### config.mk
export PLATFORM = sky130hd
export DESIGN_NAME = io_poll_master
export DESIGN_NICKNAME = d
export VERILOG_FILES = /design/src/rtl/io_poll_master_pkg.sv /design/src/rtl/io_poll_master.sv
export SDC_FILE = /design/constraint.sdc
export NUM_CORES = 1
export LEC_CHECK = 0
export ABC_AREA = 1
export BUFFER_PORTS_ARGS = -buffer_cell sky130_fd_sc_hd__buf_2
export CAP_MARGIN = 20
export CORE_MARGIN = 1
export CORE_UTILIZATION = 29
export CTS_BUF_LIST = sky130_fd_sc_hd__clkbuf_16
export CTS_CLUSTER_DIAMETER = 120
export DETAILED_ROUTE_END_ITERATION = 12
export GPL_ROUTABILITY_DRIVEN = 0
export HOLD_SLACK_MARGIN = 0.06
export PLACE_DENSITY = 0.49
export SETUP_SLACK_MARGIN = 0.4
export SLEW_MARGIN = 20
export SYNTH_ARGS = -nofsm -noshare
export SYNTH_HDL_FRONTEND = slang
export SYNTH_SLANG_ARGS = --single-unit
export TNS_END_PERCENT = 5
### constraint.sdc
create_clock -name clk -period 6.9 [get_ports clk]
set_input_delay 0.345 -clock clk [delete_from_list [all_inputs] [get_ports clk]]
set_output_delay 0.345 -clock clk [all_outputs]
set_load 0.02 [all_outputs]
### src/rtl/io_poll_master_pkg.sv
// Shared op encodings and default memory-mapped IO addresses for the polled-IO master.
package io_poll_master_pkg;

  typedef enum logic [1:0] {
    OP_RD_SW  = 2'd0,
    OP_WR_LED = 2'd1,
    OP_RD_POL = 2'd2,
    OP_WR_POL = 2'd3
  } op_e;

  localparam logic [7:0] IO_ADDR_LED         = 8'h00;
  localparam logic [7:0] IO_ADDR_SW          = 8'h04;
  localparam logic [7:0] IO_ADDR_POL_OUT_VLD = 8'h08;
  localparam logic [7:0] IO_ADDR_POL_OUT     = 8'h0C;
  localparam logic [7:0] IO_ADDR_POL_IN_VLD  = 8'h10;
  localparam logic [7:0] IO_ADDR_POL_IN      = 8'h14;

  function automatic logic op_is_write(input op_e op);
    return (op == OP_WR_LED) || (op == OP_WR_POL);
  endfunction

  function automatic logic op_is_polled(input op_e op);
    return (op == OP_RD_POL) || (op == OP_WR_POL);
  endfunction

endpackage

### src/rtl/io_poll_master.sv
// Command-driven master that runs the polled-IO handshakes (flag poll, gap, transfer)
// on the memory-mapped IO bus and returns one response per command.
module io_poll_master
  import io_poll_master_pkg::*;
#(
  parameter logic [7:0] ADDR_LED         = IO_ADDR_LED,
  parameter logic [7:0] ADDR_SW          = IO_ADDR_SW,
  parameter logic [7:0] ADDR_POL_OUT_VLD = IO_ADDR_POL_OUT_VLD,
  parameter logic [7:0] ADDR_POL_OUT     = IO_ADDR_POL_OUT,
  parameter logic [7:0] ADDR_POL_IN_VLD  = IO_ADDR_POL_IN_VLD,
  parameter logic [7:0] ADDR_POL_IN      = IO_ADDR_POL_IN,
  parameter int         POLL_GAP         = 2,
  parameter int         TIMEOUT          = 0
) (
  input  logic        clk,
  input  logic        rst,
  input  logic        cmd_valid,
  output logic        cmd_ready,
  input  logic [1:0]  cmd_op,
  input  logic [31:0] cmd_wdata,
  output logic        rsp_valid,
  input  logic        rsp_ready,
  output logic [31:0] rsp_data,
  output logic        rsp_err,
  output logic [7:0]  io_addr,
  output logic [31:0] io_dout,
  output logic        io_we,
  output logic        io_rd,
  input  logic [31:0] io_din
);

  typedef enum logic [2:0] {S_IDLE, S_POLL, S_GAP, S_XFER, S_RESP} state_e;

  // GAP_LAST is never reached when POLL_GAP is 0, since GAP is then skipped.
  localparam logic [15:0] GAP_LAST    = 16'(POLL_GAP - 1);
  localparam logic [15:0] TIMEOUT_CNT = 16'(TIMEOUT);

  state_e      state, state_nxt;
  op_e         op_q;
  logic [31:0] wdata_q;
  logic [15:0] poll_cnt, poll_cnt_nxt, poll_inc;
  logic [15:0] gap_cnt, gap_cnt_nxt;
  logic [31:0] rdata_nxt;
  logic        err_nxt;
  logic        poll_ok;

  always_ff @(posedge clk or posedge rst) begin
    if (rst) begin
      state    <= S_IDLE;
      op_q     <= OP_RD_SW;
      wdata_q  <= '0;
      poll_cnt <= '0;
      gap_cnt  <= '0;
      rsp_data <= '0;
      rsp_err  <= 1'b0;
    end else begin
      state    <= state_nxt;
      poll_cnt <= poll_cnt_nxt;
      gap_cnt  <= gap_cnt_nxt;
      rsp_data <= rdata_nxt;
      rsp_err  <= err_nxt;
      if (state == S_IDLE && cmd_valid) begin
        op_q    <= op_e'(cmd_op);
        wdata_q <= cmd_wdata;
      end
    end
  end

  always_comb begin
    state_nxt    = state;
    poll_cnt_nxt = poll_cnt;
    gap_cnt_nxt  = gap_cnt;
    rdata_nxt    = rsp_data;
    err_nxt      = rsp_err;
    // Input flag must be set to read; output flag must be clear to write.
    poll_ok      = (op_q == OP_RD_POL) ? io_din[0] : ~io_din[0];
    poll_inc     = (poll_cnt == 16'hFFFF) ? poll_cnt : poll_cnt + 16'd1;
    unique case (state)
      S_IDLE: begin
        if (cmd_valid) begin
          poll_cnt_nxt = '0;
          rdata_nxt    = '0;
          err_nxt      = 1'b0;
          state_nxt    = op_is_polled(op_e'(cmd_op)) ? S_POLL : S_XFER;
        end
      end
      S_POLL: begin
        if (poll_ok) begin
          state_nxt = S_XFER;
        end else begin
          poll_cnt_nxt = poll_inc;
          if (TIMEOUT != 0 && poll_inc == TIMEOUT_CNT) begin
            state_nxt = S_RESP;
            err_nxt   = 1'b1;
            rdata_nxt = '0;
          end else if (POLL_GAP == 0) begin
            state_nxt = S_POLL;
          end else begin
            state_nxt   = S_GAP;
            gap_cnt_nxt = '0;
          end
        end
      end
      S_GAP: begin
        if (gap_cnt == GAP_LAST) state_nxt = S_POLL;
        else gap_cnt_nxt = gap_cnt + 16'd1;
      end
      S_XFER: begin
        rdata_nxt = op_is_write(op_q) ? '0 : io_din;
        state_nxt = S_RESP;
      end
      S_RESP: begin
        if (rsp_ready) state_nxt = S_IDLE;
      end
      default: state_nxt = S_IDLE;
    endcase
  end

  // Bus and handshake outputs decode only registered state and latched command.
  always_comb begin
    cmd_ready = (state == S_IDLE) && !rst;
    rsp_valid = (state == S_RESP);
    io_rd     = 1'b0;
    io_we     = 1'b0;
    io_addr   = '0;
    io_dout   = '0;
    unique case (state)
      S_POLL: begin
        io_rd   = 1'b1;
        io_addr = (op_q == OP_RD_POL) ? ADDR_POL_IN_VLD : ADDR_POL_OUT_VLD;
      end
      S_XFER: begin
        unique case (op_q)
          OP_RD_SW:  begin io_rd = 1'b1; io_addr = ADDR_SW; end
          OP_RD_POL: begin io_rd = 1'b1; io_addr = ADDR_POL_IN; end
          OP_WR_LED: begin io_we = 1'b1; io_addr = ADDR_LED;     io_dout = wdata_q; end
          OP_WR_POL: begin io_we = 1'b1; io_addr = ADDR_POL_OUT; io_dout = wdata_q; end
          default: ;
        endcase
      end
      default: ;
    endcase
  end

endmodule

==> metrics.cfg, run 1 <==
[outcome]
status = finished, final reports clean

[power_and_ir_drop]
power.share.switching = 0.462
internal_power_w = 0.00127
pwr-share-clk = 0.181
p_sw_w = 0.00109
p_comb_frac = 0.440
p_seq_frac = 0.379
total_leakage_power_nw = 3.03
ir_drop_v = 0.000166
p_per_area_nw_per_um2 = 449

[timing]
fin_skew_ns = 0.00559
worst_slack_ns = 3.40
hold_viol_final = 0
tightest_slew_ns = 1.01
drv_slew = 0
setup_tns_ns = 0
slew_headroom = 0.325
period_share = 0.507
fmax_ghz = 0.286
rsz0062_at_grt = false
setup_viol = 0
hold_ws_ns = 0.0742
period_needed_ns = 3.50

[final_layout]
areaGrowthSynthToFinish_pct = 23.0
drive_above_1_share = 0.253
post-route-util = 0.371
num-nets-final = 750
finalInstanceArea_um2 = 5250
num_antenna_cells = 0
final.fill_count = 1558

[placed_design]
detailed_place_hpwl_um = 7830
pre_cts_ws_ns = 3.75
io_buffer_count = 140
placed_cell_area_um2 = 5000

[global_routing]
grt_pass1_wl_um = 18500
grt_pass1_vias = 3696
antenna_found_initial = 0
gr-total-overflow = 0
grt_usage = 0.159
grt_max_degree = 79

[synth]
synth_top_area_cell = dfrtp_1
synth_fa_ha_area_frac = 0.00586
synth_mux_area_frac = 0
synth_top_family_by_area = simple AND/OR/NAND/NOR gates
yosysTopAreaCellShare = 0.498
yosysSeqAreaShare = 0.498
synth_compound_area_frac = 0.0369
synth_commonest_cells = nand2_1 (169), nand3_1 (103), dfrtp_1 (85)
synth_xor_area_frac = 0
syn_area_um2 = 4270
synth_area_leaders = dfrtp_1 (50%), nand2_1 (15%), nand3_1 (12%)
synth.most_common_cell = nand2_1
yosysUniqueCellTypes = 28
ys_seq_elements = 85
yosysWarnings = 0
synth-simple-area-share = 0.369
netlist_instances = 558
yosys_most_used_dff = dfrtp_1
async_reset_ff_frac = 1.00
avgSynthCellArea_um2 = 7.66
synth_edf_count = 0

[critical_path]
cp.required_ns = 6.55
cp_max_fo = 34
startpoint_type = flip-flop
crit_type = flip-flop to primary output
worstPathArrival_ns = 3.16
critPathCaptureType = primary output

[cts]
clkLatencyLatePin_ns = 0.34
cts_buffer_depth = 2
clk_pin_slew_ns = 0.06
ctsResizeCount = 0
cts_buffers = 9
cts.sink_count = 85
hold_buffers = 0
htreeDepth = 3
postCtsSetupRepairBufs = 0
cts_tree = yes
cts-root-buf = clkbuf_16

[drt]
drt_pass1_iterations = 4
ant_nets = 0
vias = 3979
wl_per_cell_um = 13.4
wirelength_um = 11500
drc = 0
drt_iter0_markers = 230
avgViaCountPerCell = 4.61

[floorplan]
start_util = 0.302
core.rowCount = 43
core_region_area_um2 = 14100
dieHeight_um = 123
dieArea_um2 = 15200
num_io_pins = 147
die_w_um = 123

[min_path]
min_path_type = primary input to asynchronous set/reset pin

[job]
maxCapViolCount = 0

sequential cells by signal, summed over array words and instances, names as in the netlist:
| name | count |
|---|---|
| gap_cnt | 16 |
| state | 3 |
| op_q | 2 |
| wdata_q | 32 |
| rsp_data | 32 |
worst max-delay path, stage by stage, from the launching register on:
cell      delay, ns
dfrtp_1        0.91
clkinv_1       1.06
nor2_1         0.43
inv_2          0.13
nor2_1         0.11
buf_2          0.17
power groups by stage:
stage,Clock (W),Sequential (W),Combinational (W)
floorplan,0,0.000945,0.000720
finish,0.000427,0.000894,0.00104
global placement,0,0.000896,0.00104
detailed placement,0,0.000900,0.00105
global route,0.000462,0.000928,0.00117
CTS,0.000443,0.000895,0.00106
final cells by class:
type | instances | area [µm²] | area share
Timing Repair Buffer | 142 | 716 | 0.136
Inverter | 40 | 151 | 0.0288
Multi-Input combinational cell | 400 | 1780 | 0.339
Tap cell | 180 | 225 | 0.0429
Clock buffer | 9 | 225 | 0.0429
Clock inverter | 7 | 27.5 | 0.00524
Sequential cell | 85 | 2130 | 0.405
cells in the final DEF (no fill, tap or decap), types with 2 or more instances in the layout:
cell and instances:
o21bai_1 3, clkbuf_16 9, conb_1 6, dfrtp_1 85, nor2_1 69, nor2_2 3, nand4_1 5, buf_4 2
nand3_2 2, nand2_1 169, inv_1 35, ha_1 2, o21ai_0 6, clkinv_1 3, nand2_2 4, nand3_1 103
buf_2 140, nor3_1 3, inv_2 7, nor2_4 3, clkinv_2 2, a21oi_1 17
path summary, 6_finish.rpt:
check | endpoint | startpoint | slack (ns) | depth (start not counted)
hold reg to reg | wdata_q[18] | wdata_q[18] | 0.47 | 2
setup reg to reg | rsp_data[28] | op_q[0] | 4.34 | 3
max in group asynchronous | rsp_data[8] | rst | 5.69 | 3
hold / removal | gap_cnt[8] | rst | 0.07 | 2
min in group clk | rsp_data[13] | io_din[13] | 0.23 | 3
setup / recovery | io_dout[2] | op_q[0] | 3.40 | 5
cells by family (layout without fill, tap and decap cells):
group / count (synthesis) / in the layout
adders and majority gates: 2 / 2
other: 1 / 6
and+or+nand+nor: 363 / 363
AOI/OAI and AO/OA: 29 / 29
DFF: 85 / 85
buffers and inverters: 78 / 198
per-layer routing:
metal  GRT usage  share of wire
met1       0.206           0.45
met2       0.242           0.46
met3      0.0512          0.071
met4      0.0663          0.018
met5           0              0
stage by stage:
step | std cells | total power, W
4_1_cts | 863 | 0.00239
6_report | 863 | 0.00236
2_1_floorplan | 563 | 0.00166
5_1_grt | 863 | 0.00256
3_5_place_dp | 847 | 0.00195
3_3_place_gp | 847 | 0.00194
(Power assumes the default switching activity.)
==> inputs of run 2 (changes only) <==
Settings changed: PLACE_DENSITY 0.49 to 0.51.
Clock period 6.9 ns to 3.18 ns, I/O delays scaled along.
==> metrics.cfg, run 2 (synthesis gave the netlist of run 1 again) <==
[drt]
drt_pass1_iterations = 5
drt_iter0_markers = 260
wl_per_cell_um = 12.9
wirelength_um = 11800
vias = 4218
drc = 0
ant_nets = 0
avgViaCountPerCell = 4.59

[placed_design]
dp.cells = 852
io_buffer_count = 140
detailed_place_hpwl_um = 7950

[timing]
setup_tns_ns = 0
period_share = 0.725
slew_headroom = 0.476
rsz0062_at_grt = false
fin_skew_ns = 0.00806
period_needed_ns = 2.31
fmax_ghz = 0.434
drv_slew = 0
tightest_slew_ns = 0.786
setup_viol = 0
hold_viol_final = 0

[global_routing]
grt_max_degree = 79
gr-total-overflow = 0
grt_pass1_vias = 4099
grt_pass1_wl_um = 19600
antenna_found_initial = 0
grt_usage = 0.166

[final_layout]
num-nets-final = 804
final.fill_count = 1470
drive_above_1_share = 0.246
fin_cells = 918
reg_top3 = rsp_data x32, wdata_q x32, gap_cnt x16
mostFrequentLayoutCell = nand2_1
areaGrowthSynthToFinish_pct = 36.1
layout_common_cells = nand2_1 (169), buf_2 (140), nand3_1 (103), dfrtp_1 (85), nor2_1 (69)

[min_path]
min_path_cells = 3
min_path_type = primary input to flip-flop

[power_and_ir_drop]
total_leakage_power_nw = 3.26
p_per_area_nw_per_um2 = 907
ir_drop_v = 0.000529

[cts]
clkLatencyLatePin_ns = 0.34
cts-root-buf = clkbuf_16
htreeDepth = 3
cts_buffers = 9
postCtsSetupRepairBufs = 0
cts_buffer_depth = 2
cts.sink_count = 85
cts_tree = yes
clk_pin_slew_ns = 0.06

[floorplan]
dieArea_um2 = 15200
num_io_pins = 147
die_w_um = 123
dieHeight_um = 123
start_util = 0.302
core_region_area_um2 = 14100
core.rowCount = 43

[critical_path]
worstPathArrival_ns = 2.15
ff2ff_path_depth = 7
cp_max_fo = 25
critPathCaptureType = primary output
cp.required_ns = 3.02
crit_type = flip-flop to primary output
startpoint_type = flip-flop

[outcome]
status = finished, final reports clean

[job]
maxCapViolCount = 0

run 2: cell types whose count changed in the layout (fill, tap and decap cells not counted), sizes merged:
cell,delta
bufinv,+1
clkinvlp,+1
inv,-2
diode,+1
dlygate4sd3,+49
buf,+5
run 2: routing by layer:
metal | wire (µm) | GRT usage | vias up | share of wire
met5 | 0 | 0 | - | 0
met4 | 99 | 0.0414 | 0 | 0.0084
met3 | 767 | 0.0540 | 6 | 0.065
met2 | 5610 | 0.271 | 125 | 0.47
met1 | 5340 | 0.211 | 1977 | 0.45
li1 | - | - | 2110 | -
run 2: area by class of cell:
| cell class | count | area (µm²) | area share |
|---|---|---|---|
| clock inverter | 7 | 58.8 | 0.0101 |
| clock buffer | 9 | 225 | 0.0387 |
| tap | 180 | 225 | 0.0387 |
| timing repair buffer | 196 | 1240 | 0.214 |
| antenna | 1 | 2.50 | 0.000430 |
| sequential | 85 | 2130 | 0.366 |
| inverter | 40 | 151 | 0.0260 |
| multi-input combinational | 400 | 1780 | 0.306 |
run 2: timing repair:
| item | CTS | global route |
|---|---|---|
| gates resized for setup | 0 | 0 |
| hold endpoints to repair | 89 | 0 |
| hold buffers | 49 | 0 |
run 2: final timing paths:
kind,slack [ns],startpoint,endpoint
max in group asynchronous,1.83,rst,gap_cnt[2]
worst max register to register,1.25,state[0],wdata_q[8]
worst max-delay path,0.87,op_q[0],io_dout[7]
worst min register to register,0.47,wdata_q[27],wdata_q[27]
worst min-delay path,0.07,io_din[24],rsp_data[24]
min in group asynchronous,0.52,rst,gap_cnt[15]
run 2: critical path: stages, from the launching register on:
cell and delay, ns:
dfrtp_1 0.32, buf_4 0.27, clkinv_1 0.48, nor2_1 0.33, inv_2 0.12, nor2_1 0.10
buf_2 0.17
run 2: through the flow:
step	util	worst slack (ns)	hold slack, ns	area (µm²)	total power, W
final	0.411	0.874	0.0654	5820	0.00527
after global routing	0.411	0.549	0.0695	5810	0.00571
after CTS	0.411	0.840	0.0600	5810	0.00533
after detailed placement	0.356	1.23	0.358	5040	0.00425
after global placement	0.356	1.26	0.358	5040	0.00422
after floorplan	-	0.828	0.304	4290	0.00361
run 2: report_power, final:
| part | total (W) | switching (W) | internal [W] |
|---|---|---|---|
| registers | 0.00191 | 0.000342 | 0.00157 |
| clock network | 0.00101 | 0.000414 | 0.000597 |
| logic | 0.00235 | 0.00161 | 0.000741 |
| total | 0.00527 | 0.00237 | 0.00290 |
==> inputs of run 3 (changes only) <==
Clock period 3.18 ns to 1.9 ns, I/O delays scaled along.
==> metrics.cfg, run 3 (synthesis gave the netlist of run 1 again) <==
[cts]
cts_buffers = 9
clk_pin_slew_ns = 0.06
cts-root-buf = clkbuf_16
clkLatencyLatePin_ns = 0.34
htreeDepth = 3
cts_buffer_depth = 2
cts.sink_count = 85
cts_tree = yes

[power_and_ir_drop]
ir_drop_v = 0.000610
total_leakage_power_nw = 3.39
power.total_w = 0.00934
p_per_area_nw_per_um2 = 1510

[min_path]
min_path_type = primary input to flip-flop

[global_routing]
grt_max_degree = 86
gr-total-overflow = 0
antenna_found_initial = 0
grt_usage = 0.174
grt_pass1_wl_um = 20600
grt_pass1_vias = 4277

[timing]
fin_skew_ns = 0.00806
hold_viol_final = 0
setup_tns_ns = 0
worst_slack_ns = 0.118
period_share = 0.938
rsz0062_at_grt = true
setup_viol = 0
period_needed_ns = 1.78
drv_slew = 0
fmax_ghz = 0.561
hold_ws_ns = 0.0688

[floorplan]
core.rowCount = 43
die_w_um = 123
core_region_area_um2 = 14100
dieHeight_um = 123
dieArea_um2 = 15200
start_util = 0.302
num_io_pins = 147

[critical_path]
crit_chain = inv_2 > nor2_4 > inv_4 > nor2_4 > inv_4 > nor2_1 > buf_4
cp_max_fo = 10
cp_slowest_stage_delay_ns = 0.49
critPathCaptureType = primary output
worstPathArrival_ns = 1.69
critPathSlowestCell = dfrtp_2
cp.required_ns = 1.80
crit_type = flip-flop to primary output
startpoint_type = flip-flop

[drt]
drc = 0
met3_length_um = 668
wirelength_um = 12800
drt_iter0_markers = 188
ant_nets = 0
met2_length_um = 6110
top_layer_used = met4
vias = 4364
drt_pass1_iterations = 5
avgViaCountPerCell = 4.64
met1_length_um = 5780
wl_per_cell_um = 13.6

[final_layout]
drive_above_1_share = 0.258
num-nets-final = 828
mostFrequentLayoutCell = nand2_1
areaGrowthSynthToFinish_pct = 44.8
seq_area_um2 = 2130
num_antenna_cells = 0
layout_common_cells = nand2_1 (169), buf_2 (124), nand3_1 (103), dfrtp_1 (84), dlygate4sd3_1 (67)
reg_top3 = rsp_data x32, wdata_q x32, gap_cnt x16
multi_input_area_um2 = 1810
post-route-util = 0.437
final.fill_count = 1454

[outcome]
status = finished, final reports clean

[placed_design]
pre_cts_ws_ns = 0.309
io_buffer_count = 140
detailed_place_hpwl_um = 8020

[job]
maxCapViolCount = 0

[run 3: cell types whose count changed in the layout (fill, tap and decap cells not counted), moves of 7 or more]
cell	previous run	this run
dlygate4sd3_1	49	67
buf_2	140	124
nor2_1	69	61
buf_4	7	24
nor2_2	3	10
[run 3: layout make-up]
| class | instances | share of cell area |
|---|---|---|
| Sequential cell | 85 | 0.344 |
| Timing Repair Buffer | 220 | 0.251 |
| Clock buffer | 9 | 0.0364 |
| Tap cell | 180 | 0.0364 |
| Clock inverter | 7 | 0.0130 |
| Multi-Input combinational cell | 400 | 0.293 |
| Inverter | 40 | 0.0257 |
[run 3: worst paths after layout]
path | from | end | slack (ns) | cells after the start
setup / recovery | state[1] | io_dout[2] | 0.12 | 7
hold / removal | rsp_ready | state[2] | 0.07 | 4
setup reg to reg | state[2] | wdata_q[5] | 0.20 | 8
hold reg to reg | wdata_q[17] | wdata_q[17] | 0.47 | 2
max in group asynchronous | rst | rsp_data[21] | 1.10 | 4
min in group asynchronous | rst | gap_cnt[1] | 0.46 | 4
[run 3: power by group]
group / leakage [nW] / switching [W] / internal, W
Combinational: 2.13 / 0.00284 / 0.00144
Sequential: 1.10 / 0.000583 / 0.00262
Clock: 0.149 / 0.000719 / 0.00113
Total: 3.38 / 0.00415 / 0.00520
[run 3: repair_timing]
| item | CTS | global route |
|---|---|---|
| setup endpoints to repair | 104 | 123 |
| hold buffers | 67 | 0 |
| hold endpoints to repair | 151 | 0 |
| setup buffers | 1 | 1 |
| pin swaps | 1 | 2 |
| resized for setup | 25 | 10 |
[run 3: routing by layer]
metal  global-route usage  vias up
met2                0.279      127
li1                     -     2155
met1                0.229     2063
met4               0.0708        0
met5                    0        -
met3               0.0355       19
[run 3: stage by stage]
| step | instance area (µm²) | instances |
|---|---|---|
| after floorplan | 4290 | 563 |
| after global placement | 5100 | 856 |
| after detailed placement | 5100 | 856 |
| after CTS | 6150 | 940 |
| after global routing | 6180 | 941 |
| final | 6180 | 941 |
[run 3: critical path: cells and delay by family, from the launching register on]
family                 cells  cell delay (ns)
DFF                        1             0.49
buffers and inverters      4             0.39
and+or+nand+nor            3             0.46
